### src/rtl/prog_loader_if.sv
// ---------------------------------------------------------------------------
// prog_loader_if -- byte-stream handshake into the program loader.
//
// Signals
//   byte_in     8-bit stream data
//   byte_valid  byte_in holds a valid byte
//   byte_ready  the loader can accept a byte this cycle
//
// A byte transfers on a rising clock edge where byte_valid && byte_ready.
// The source drives the master modport; the loader uses the slave modport.
// ---------------------------------------------------------------------------
interface prog_loader_if;
    logic [7:0] byte_in;
    logic       byte_valid;
    logic       byte_ready;

    modport master (output byte_in, output byte_valid, input  byte_ready);
    modport slave  (input  byte_in, input  byte_valid, output byte_ready);
endinterface : prog_loader_if

### src/rtl/prog_loader.sv
// ---------------------------------------------------------------------------
// prog_loader -- write side of the instruction memory.
//
// The loader receives a byte stream of the form
//   LEN_HI LEN_LO  {HI LO} x N  CHECKSUM
// assembles big-endian 16-bit instructions, writes them to consecutive
// instruction-memory addresses starting at 0, and compares the trailing
// byte against the XOR of all instruction bytes. The CPU pipeline is held
// in reset (cpu_hold) until a load completes successfully.
//
// Ports
//   clk        single clock, rising edge
//   reset      asynchronous, active-low reset
//   start      one-cycle pulse; begins a load from IDLE, DONE or ERR
//   bus        byte stream (slave side of prog_loader_if)
//   imem_addr  instruction-memory write address
//   imem_data  instruction-memory write data
//   imem_wren  one-cycle write strobe per word
//   cpu_hold   holds the CPU in reset while high (low only in DONE)
//   done       sticky, set when a load succeeds
//   error      sticky, set on an oversize length or a checksum mismatch
// ---------------------------------------------------------------------------
module prog_loader #(
    parameter int DEPTH  = 256,
    parameter int ADDR_W = 16
) (
    input  logic              clk,
    input  logic              reset,
    input  logic              start,
    prog_loader_if.slave      bus,
    output logic [ADDR_W-1:0] imem_addr,
    output logic [15:0]       imem_data,
    output logic              imem_wren,
    output logic              cpu_hold,
    output logic              done,
    output logic              error
);

    typedef enum logic [2:0] {
        S_IDLE,
        S_LEN_HI,
        S_LEN_LO,
        S_DATA_HI,
        S_DATA_LO,
        S_CHECK,
        S_DONE,
        S_ERR
    } state_t;

    // One bit wider than the length field so DEPTH = 65536 still compares.
    localparam logic [16:0] DEPTH_W = 17'(DEPTH);

    state_t            state;
    logic [7:0]        len_hi_q;   // high byte of the word count
    logic [15:0]       remaining;  // words still to be written
    logic [ADDR_W-1:0] word_idx;   // next instruction-memory address
    logic [7:0]        hi_q;       // high byte of the word being assembled
    logic [7:0]        acc;        // running XOR of instruction bytes

    // byte_ready is a registered copy of "state is a receiving state", so
    // this is exactly the transfer condition seen by the source.
    logic        accept;
    logic [15:0] len_word;

    assign accept   = bus.byte_valid && bus.byte_ready;
    assign len_word = {len_hi_q, bus.byte_in};

    // NOTE: every register here is updated with non-blocking assignments so
    // that all of them sample the pre-edge values of one another; blocking
    // assignments would make later statements see already-updated state.
    always_ff @(posedge clk or negedge reset) begin
        if (!reset) begin
            state          <= S_IDLE;
            len_hi_q       <= '0;
            remaining      <= '0;
            word_idx       <= '0;
            hi_q           <= '0;
            acc            <= '0;
            bus.byte_ready <= 1'b0;
            imem_addr      <= '0;
            imem_data      <= '0;
            imem_wren      <= 1'b0;
            cpu_hold       <= 1'b1;
            done           <= 1'b0;
            error          <= 1'b0;
        end else begin
            // Write strobe is a single-cycle pulse; only DATA_LO raises it.
            imem_wren <= 1'b0;

            unique case (state)
                S_IDLE, S_DONE, S_ERR: begin
                    // start wins over a simultaneous byte: byte_ready is low
                    // in these states, so the byte is never accepted.
                    if (start) begin
                        state          <= S_LEN_HI;
                        done           <= 1'b0;
                        error          <= 1'b0;
                        word_idx       <= '0;
                        acc            <= '0;
                        bus.byte_ready <= 1'b1;
                        cpu_hold       <= 1'b1;
                    end
                end

                S_LEN_HI: begin
                    if (accept) begin
                        len_hi_q <= bus.byte_in;
                        state    <= S_LEN_LO;
                    end
                end

                S_LEN_LO: begin
                    if (accept) begin
                        remaining <= len_word;
                        if ({1'b0, len_word} > DEPTH_W) begin
                            state          <= S_ERR;
                            error          <= 1'b1;
                            bus.byte_ready <= 1'b0;
                        end else if (len_word == 16'd0) begin
                            state <= S_CHECK;
                        end else begin
                            state <= S_DATA_HI;
                        end
                    end
                end

                S_DATA_HI: begin
                    if (accept) begin
                        hi_q  <= bus.byte_in;
                        acc   <= acc ^ bus.byte_in;
                        state <= S_DATA_LO;
                    end
                end

                S_DATA_LO: begin
                    if (accept) begin
                        imem_addr <= word_idx;
                        imem_data <= {hi_q, bus.byte_in};
                        imem_wren <= 1'b1;
                        word_idx  <= word_idx + 1'b1;
                        remaining <= remaining - 16'd1;
                        acc       <= acc ^ bus.byte_in;
                        state     <= (remaining == 16'd1) ? S_CHECK : S_DATA_HI;
                    end
                end

                S_CHECK: begin
                    if (accept) begin
                        bus.byte_ready <= 1'b0;
                        if (bus.byte_in == acc) begin
                            state    <= S_DONE;
                            done     <= 1'b1;
                            cpu_hold <= 1'b0;
                        end else begin
                            state <= S_ERR;
                            error <= 1'b1;
                        end
                    end
                end

                default: state <= S_IDLE;
            endcase
        end
    end

endmodule : prog_loader
### src/flat_wrapper.sv
// flat-port wrapper written by rule: the top's interface ports become plain ports
module prog_loader_flat 
#(
    parameter int DEPTH  = 256,
    parameter int ADDR_W = 16
)
  (clk, reset, start, imem_addr, imem_data, imem_wren, cpu_hold, done, error, bus_byte_in, bus_byte_valid, bus_byte_ready);
  prog_loader_if bus_i ();
  input  logic clk;
  input  logic reset;
  input  logic start;
  output logic [ADDR_W-1:0] imem_addr;
  output logic [15:0] imem_data;
  output logic imem_wren;
  output logic cpu_hold;
  output logic done;
  output logic error;
  input wire logic [$bits(bus_i.byte_in)-1:0] bus_byte_in;
  input wire logic [$bits(bus_i.byte_valid)-1:0] bus_byte_valid;
  output wire logic [$bits(bus_i.byte_ready)-1:0] bus_byte_ready;
  assign bus_i.byte_in = bus_byte_in;
  assign bus_i.byte_valid = bus_byte_valid;
  assign bus_byte_ready = bus_i.byte_ready;
  prog_loader #(.DEPTH(DEPTH), .ADDR_W(ADDR_W)) u_core (.clk(clk), .reset(reset), .start(start), .bus(bus_i), .imem_addr(imem_addr), .imem_data(imem_data), .imem_wren(imem_wren), .cpu_hold(cpu_hold), .done(done), .error(error));
endmodule
### config.mk
export PLATFORM = sky130hd
export DESIGN_NAME = prog_loader_flat
export DESIGN_NICKNAME = d
export VERILOG_FILES = /design/src/rtl/prog_loader_if.sv /design/src/rtl/prog_loader.sv /design/src/flat_wrapper.sv
export SDC_FILE = /design/constraint.sdc
export NUM_CORES = 1
export LEC_CHECK = 0
export ABC_AREA = 1
export BUFFER_PORTS_ARGS = -buffer_cell sky130_fd_sc_hd__buf_2
export CORE_ASPECT_RATIO = 1.4
export CORE_MARGIN = 3
export CORE_UTILIZATION = 45
export CTS_CLUSTER_SIZE = 30
export DETAILED_ROUTE_END_ITERATION = 12
export PLACE_DENSITY = 0.6
export SLEW_MARGIN = 40
export SYNTH_ARGS = -nofsm -noshare
export SYNTH_HDL_FRONTEND = slang
export SYNTH_SLANG_ARGS = --single-unit
### constraint.sdc
create_clock -name clk -period 1.8 [get_ports clk]
set_clock_uncertainty 0.15 [all_clocks]
set_input_delay 0.09 -clock clk [delete_from_list [all_inputs] [get_ports clk]]
set_output_delay 0.09 -clock clk [all_outputs]
set_load 0.05 [all_outputs]
# Yosys cells after proc, flatten, opt, wreduce, memory -nomap -nowiden
# Index checks and enable logic that the tools add are counted.
# Widths: inputs -> output; s select.
totals:
  out_inout_bits: 37
  in_bits: 12
  register_bits: 96
op_classes:
  n_eq_ne: 19
  n_mux: 39
  addsub: 2
  order_cmp: 1
  reduce_logical: 20
  n_bitwise: 1
op_table:
  columns: ["cell", "n"]
  rows:
  - ["$mux 16", 4]
  - ["$pmux 16 s2", 2]
  - ["$mux 3", 9]
  - ["$pmux 3 s6", 1]
  - ["$add 16x1->16 const B", 1]
  - ["$eq 16x1->1 const B", 1]
  - ["$gt 16x9->1 const B", 1]
  - ["$logic_not 16->1", 1]
  - ["$mux 1", 16]
  - ["$mux 8", 2]
  - ["$ne 2x1->1 const B", 8]
  - ["$pmux 8 s2", 1]
  - ["$sub 16x1->16 const B", 1]
  - ["$eq 3x3->1 const B", 4]
  - ["$reduce_and 6->1", 2]
  - ["$reduce_and 3->1", 3]
  - ["$eq 8x8->1", 1]
  - ["$reduce_bool 2->1", 4]
  - ["$xor 8x8->8", 1]
  - ["$eq 3x2->1 const B", 2]
  - ["$pmux 1 s3", 2]
  - ["$reduce_and 2->1", 3]
  - ["$reduce_and 5->1", 1]
  - ["$ne 2x2->1 const B", 2]
  - ["other kinds (8)", 9]

# Logic depth before layout (Yosys ltp)
logic_depth:
  ltp_word: 5
  mapped_depth: 11

# Worst setup path before layout
# Ideal clock, no wire load.
synth_timing:
  path_type: "register to register"
  startpoint: "reg u_core.bus.byte_ready"
  endpoint: "reg u_core.remaining[14]"
  arrival_ps: 1601
  setup_slack_ps: -74
  n_path_buf: 0
  required_ps: 1527
  path_stages_with_launch: 8
  path_cell_list: "dfrtp_1 nand2_1 inv_1 nand3_2 inv_1 nand2_1 o21ai_0 nand2_1"
synth_via:
  elab_chain_len: 3
  elab_cells_between_ends: 4
  cone_classes: "2 x eq/ne; 2 x reduce/logical"
synth_rtl:
  columns: ["element", "line", "rtl"]
  rows:
  - ["from (decl)", "prog_loader_if.sv:18", "modport slave (input byte_in, input byte_valid, output byte_ready);"]
  - ["from (signal assigned)", "prog_loader.sv:79", "bus.byte_ready <= 1'b0;"]
  - ["from (signal assigned)", "prog_loader.sv:100", "bus.byte_ready <= 1'b1;"]
  - ["from (signal assigned)", "prog_loader.sv:118", "bus.byte_ready <= 1'b0;"]
  - ["$logic_and 1x1->1 *", "prog_loader.sv:65", "assign accept = bus.byte_valid && bus.byte_ready;"]
  - ["$ne 2x1->1 (no source line)", null, null]
  - ["$reduce_and 3->1 (no source line) *", null, null]
  - ["to (signal assigned)", "prog_loader.sv:114", "remaining <= len_word;"]
  - ["to (signal assigned)", "prog_loader.sv:141", "remaining <= remaining - 16'd1;"]
  - ["to (decl)", "prog_loader.sv:55", "logic [15:0] remaining;"]
# Every way passes the cells marked *; elsewhere a longest branch is shown, timed or not.
# A chain may end at the register's enable or synchronous reset.

# Worst setup path after layout
layout_timing:
  startpoint: "reg u_core.state[2]"
  endpoint: "reg u_core.word_idx[14]"
layout_via:
  elab_chain_len: 4
  elab_cells_between_ends: 10
  cone_classes: "5 x eq/ne; 1 x mux; 4 x reduce/logical"
layout_rtl:
  columns: ["element", "line", "rtl"]
  rows:
  - ["from (decl)", "prog_loader.sv:53", "state_t state;"]
  - ["from (signal assigned)", "prog_loader.sv:143", "state <= (remaining == 16'd1) ? S_CHECK : S_DATA_HI;"]
  - ["$eq 3x3->1 or $logic_not 3->1 (tied branches)", "prog_loader.sv:90", "unique case (state)"]
  - ["$reduce_or 3->1", "prog_loader.sv:90", null]
  - ["$ne 2x2->1 (no source line) or $reduce_bool 2->1 (tied branches)", null, null]
  - ["$reduce_and 3->1 (no source line)", null, null]
  - ["to (signal assigned)", "prog_loader.sv:140", "word_idx <= word_idx + 1'b1;"]
  - ["to (decl)", "prog_loader.sv:56", "logic [ADDR_W-1:0] word_idx;"]
# Parallel ways exist; a longest one is shown, timed or not.

==> impl_results.html <==
<table>
<tr><th>Metric</th><th>Value</th></tr>
<tr><th colspan="2">GRT</th></tr>
<tr><td>Wire length of the first global-routing pass</td><td>20700 µm</td></tr>
<tr><td>Maximum number of pins on one net before global-route repair</td><td>56</td></tr>
<tr><td>Global router's overall resource usage</td><td>21.6%</td></tr>
<tr><td>Remaining global-route overflow</td><td>0</td></tr>
<tr><td>Number of global-route vias before repair</td><td>4372</td></tr>
<tr><td>Initial antenna violation count</td><td>0</td></tr>
<tr><th colspan="2">STA</th></tr>
<tr><td>Final-report max-slew violation count</td><td>0</td></tr>
<tr><td>Maximum frequency from static timing analysis</td><td>0.577 GHz</td></tr>
<tr><td>Worst-case setup margin in the final layout</td><td>0.0664 ns</td></tr>
<tr><td>Final clock period utilization by the worst path</td><td>96.3%</td></tr>
<tr><td>Slew HR</td><td>75.2%</td></tr>
<tr><td>Slew at the pin closest to its max-slew limit</td><td>0.372 ns</td></tr>
<tr><td>Setup repair after global routing missed its margin</td><td>true</td></tr>
<tr><td>Final-report setup violation count</td><td>0</td></tr>
<tr><td>Tmin final</td><td>1.73 ns</td></tr>
<tr><td>Final hold violation count</td><td>0</td></tr>
<tr><td>Sum of negative setup slack</td><td>0 ns</td></tr>
<tr><th colspan="2">Synth</th></tr>
<tr><td>Synth Area in Adders</td><td>0.771%</td></tr>
<tr><td>Fraction of registers with async set or reset after synthesis</td><td>100%</td></tr>
<tr><td>Synthesized netlist net count</td><td>648</td></tr>
<tr><td>Dominant combinational cell family by area after synthesis</td><td>simple AND/OR/NAND/NOR gates</td></tr>
<tr><td>Compound-cell area share of the yosys netlist</td><td>11.4%</td></tr>
<tr><td>Number of flops mapped to enable cells by yosys</td><td>0</td></tr>
<tr><td>Total standard cell area after synthesis</td><td>0.00487 mm²</td></tr>
<tr><td>Ys Warns</td><td>0</td></tr>
<tr><td>Count of mapped cells out of synthesis</td><td>633</td></tr>
<tr><td>Per-instance average area after synthesis</td><td>7.69 µm²</td></tr>
<tr><td>Area share of and/or/nand/nor cells after synthesis</td><td>30.4%</td></tr>
<tr><td>Fraction of synthesized cell area in xor and xnor cells</td><td>0.899%</td></tr>
<tr><td>Sequential cell area fraction in the yosys report</td><td>49.3%</td></tr>
<tr><td>Main synth FF type</td><td>dfrtp_1</td></tr>
<tr><td>Number of register bits inferred by synthesis</td><td>96</td></tr>
<tr><td>Mux share of post-synthesis cell area</td><td>0%</td></tr>
<tr><td>Library cells used by synthesis</td><td>33</td></tr>
<tr><th colspan="2">Clock network</th></tr>
<tr><td>Maximum clock path buffer count</td><td>2</td></tr>
<tr><td>Clock-pin slew of the registers on the worst-case setup and hold paths</td><td>0.07 ns</td></tr>
<tr><td>CTS tree</td><td>done</td></tr>
<tr><td>Clock latency reported for the late side of the worst-skew pair</td><td>0.35 ns</td></tr>
<tr><td>CTS buffer count</td><td>9</td></tr>
<tr><td>TritonCTS Sinks</td><td>96</td></tr>
<tr><td>CTS Root Cell</td><td>clkbuf_16</td></tr>
<tr><td>Maximum level of the CTS H-tree</td><td>3</td></tr>
<tr><th colspan="2">Worst hold path</th></tr>
<tr><td>Type of the tightest min-delay check</td><td>primary input to async pin</td></tr>
<tr><th colspan="2">Floorplanning</th></tr>
<tr><td>Cell Rows</td><td>44</td></tr>
<tr><td>Io pins</td><td>49</td></tr>
<tr><td>Vertical die dimension</td><td>129 µm</td></tr>
<tr><td>Die W</td><td>93.9 µm</td></tr>
<tr><td>Full die area</td><td>0.0121 mm²</td></tr>
<tr><td>Starting density of the core</td><td>46.6%</td></tr>
<tr><td>Core region area</td><td>0.0105 mm²</td></tr>
<tr><th colspan="2">Setup path</th></tr>
<tr><td>Critical path data required time</td><td>1.92 ns</td></tr>
<tr><td>R2r startpoint</td><td>u_core.state[2]$_DFFE_PN0P_</td></tr>
<tr><td>Highest net fanout along the worst path</td><td>10</td></tr>
<tr><td>Endpoint class of the critical path</td><td>flip-flop</td></tr>
<tr><td>Highest cell delay on the worst timing path</td><td>0.40 ns</td></tr>
<tr><td>Path depth of the worst reg2reg path</td><td>10</td></tr>
<tr><td>Data arrival, critical path</td><td>1.86 ns</td></tr>
<tr><td>Crit-path cells</td><td>buf_4 -&gt; nand2_4 -&gt; nor2_4 -&gt; buf_6 -&gt; nand2_1 -&gt; nand2_2 -&gt; nor2_4 -&gt; buf_6 -&gt; nand4_1 -&gt; o21ai_1</td></tr>
<tr><td>Internal reg-to-reg setup slack</td><td>0.07 ns</td></tr>
<tr><td>Master of the slowest instance on the critical path</td><td>dfrtp_1</td></tr>
<tr><td>CP startpoint kind</td><td>flip-flop</td></tr>
<tr><td>Endpoint of the lowest-slack register-to-register path</td><td>u_core.word_idx[14]$_DFFE_PN0P_</td></tr>
<tr><td>Kind of critical path</td><td>flip-flop to flip-flop</td></tr>
<tr><th colspan="2">Cells and area</th></tr>
<tr><td>Area growth from synthesis to layout</td><td>21.7%</td></tr>
<tr><td>Layout cell share with drive strength beyond 1</td><td>19.2%</td></tr>
<tr><td>Most common library cell in the layout ignoring fill and taps</td><td>nand2_1</td></tr>
<tr><td>Final Non-Filler Cells</td><td>855</td></tr>
<tr><td>Count of antenna diodes in the layout</td><td>0</td></tr>
<tr><td>Layout filler cell count</td><td>998</td></tr>
<tr><td>Final standard cell utilization of the core</td><td>56.7%</td></tr>
<tr><td>Final net count</td><td>727</td></tr>
<tr><td>Leading cell types in the layout, fill and taps excluded</td><td>201 x nand2_1, 93 x dfrtp_1, 58 x inv_1</td></tr>
<tr><th colspan="2">Placement</th></tr>
<tr><td>Post-Place Setup Slack</td><td>-0.00819 ns</td></tr>
<tr><td>Dpl cells</td><td>829</td></tr>
<tr><td>Placer congestion estimate</td><td>0.866</td></tr>
<tr><td>PortBufs</td><td>48</td></tr>
<tr><td>Post-detailed-placement half-perimeter wirelength</td><td>9090 µm</td></tr>
<tr><th colspan="2">Power and ir drop</th></tr>
<tr><td>P_leak</td><td>2.93 nW</td></tr>
<tr><td>Overall power</td><td>10.1 mW</td></tr>
<tr><td>Peak supply drop</td><td>0.000679 V</td></tr>
<tr><td>PwrDens</td><td>1700 mW/mm²</td></tr>
<tr><th colspan="2">Route</th></tr>
<tr><td>Detailed-route wire length</td><td>12200 µm</td></tr>
<tr><td>Drc violations</td><td>0</td></tr>
<tr><td>Via count</td><td>4416</td></tr>
<tr><td>Average wire per standard cell</td><td>14.3 µm</td></tr>
<tr><td>Antenna Nets Post-Route</td><td>0</td></tr>
<tr><td>Post-DR vias/cell</td><td>5.16</td></tr>
<tr><td>Drt initial violations</td><td>159</td></tr>
<tr><td>Iteration count of the initial detailed-routing pass</td><td>4</td></tr>
<tr><th colspan="2">Job</th></tr>
<tr><td>Number of violations of the max-capacitance limit</td><td>0</td></tr>
<tr><th colspan="2">Outcome</th></tr>
<tr><td>Run status</td><td>completed</td></tr>
</table>
-- registers in the layout, summed over array words and instances, names as in the netlist, 3 cells and up --
signal            flops
u_core.imem_addr     16
u_core.imem_data     16
u_core.remaining     16
u_core.word_idx      16
u_core.acc            8
u_core.hi_q           8
u_core.len_hi_q       8
u_core.state          3
-- Yosys cell counts (2+ instances only) --
cell | number | area [µm²]
a21oi_1 | 8 | 40.0
buf_2 | 9 | 45.0
buf_4 | 4 | 30.0
buf_6 | 3 | 33.8
dfrtp_1 | 95 | 2380
ha_1 | 3 | 37.5
inv_1 | 59 | 221
inv_2 | 4 | 15.0
nand2_1 | 205 | 769
nand2_2 | 6 | 37.5
nand3_1 | 27 | 135
nand3_2 | 4 | 40.0
nand4_1 | 16 | 100
nor2_1 | 65 | 244
nor2_2 | 2 | 12.5
nor2_4 | 5 | 56.3
nor3_1 | 10 | 50.1
o21ai_0 | 43 | 215
o21ai_1 | 37 | 185
o22ai_1 | 11 | 68.8
or2_2 | 2 | 12.5
xnor2_1 | 3 | 26.3
xor2_1 | 2 | 17.5
-- cells by family after synthesis --
family,count (synthesis)
flops,96
fa+ha+maj,3
xor+xnor,5
buf+inv,81
compound gates,103
simple gates,345
-- repair_timing --
action                     in CTS  in global routing
hold endpoints to repair      110                  0
hold buffers                    9                  0
setup endpoints to repair      26                 30
buffers inserted                0                  1
pin swaps                       0                  2
gates resized for setup         3                 33
-- metrics by stage --
step,hold slack (ns),area (µm²)
after global placement,-0.119,5390
after floorplan,-0.356,4870
after global routing,0.0716,5930
after CTS,0.0322,5830
after detailed placement,-0.119,5390
final,0.0467,5930
-- report_power, final --
group,internal [mW],switching (mW),leakage [nW]
combinational,1.44,3.12,1.50
clock,1.28,0.890,0.162
sequential,2.88,0.493,1.26
total,5.59,4.51,2.93
-- how the worst max path moves through the flow --
| stage | start | end | slack (ns) | cells after the start |
|---|---|---|---|---|
| finish | u_core.state[2]$_DFFE_PN0P_ | u_core.word_idx[14]$_DFFE_PN0P_ | 0.07 | 10 |
| global route | u_core.state[2]$_DFFE_PN0P_ | u_core.word_idx[10]$_DFFE_PN0P_ | -0.03 | 10 |
| CTS | u_core.state[2]$_DFFE_PN0P_ | u_core.remaining[8]$_DFFE_PN0P_ | 0.02 | 9 |
| detailed placement | u_core.state[1]$_DFFE_PN0P_ | u_core.imem_addr[1]$_DFFE_PN0P_ | -0.008 | 8 |
| global placement | u_core.remaining[1]$_DFFE_PN0P_ | u_core.remaining[14]$_DFFE_PN0P_ | 0.04 | 9 |
| floorplan | u_core.bus.byte_ready$_DFFE_PN0P_ | u_core.remaining[14]$_DFFE_PN0P_ | 0.11 | 7 |
-- critical path: cells and delay by family (launching register included) --
family | cells | cell delay, ns
AND/OR/NAND/NOR | 6 | 0.57
AO/OA/AOI/OAI | 1 | 0.08
flip-flops | 1 | 0.40
buffers and inverters | 3 | 0.44
-- per-layer routing --
layer | share of wire (%) | track usage [%] | up-vias
met3 | 3.3 | 3.14 | 33
met1 | 42 | 26.1 | 2098
li1 | - | - | 2201
met5 | 0 | 0 | -
met4 | 4.0 | 11.1 | 0
met2 | 51 | 37.3 | 84
-- cell type report --
type	count	area [µm²]	share of cell area, %
repair buffers	85	571	9.62
multi-input cells	456	2200	37.1
well taps	138	173	2.91
flip-flops and latches	96	2410	40.6
inverters	64	248	4.18
clock inverters	6	96.3	1.62
clock buffers	10	239	4.03
(Power assumes the default switching activity.)
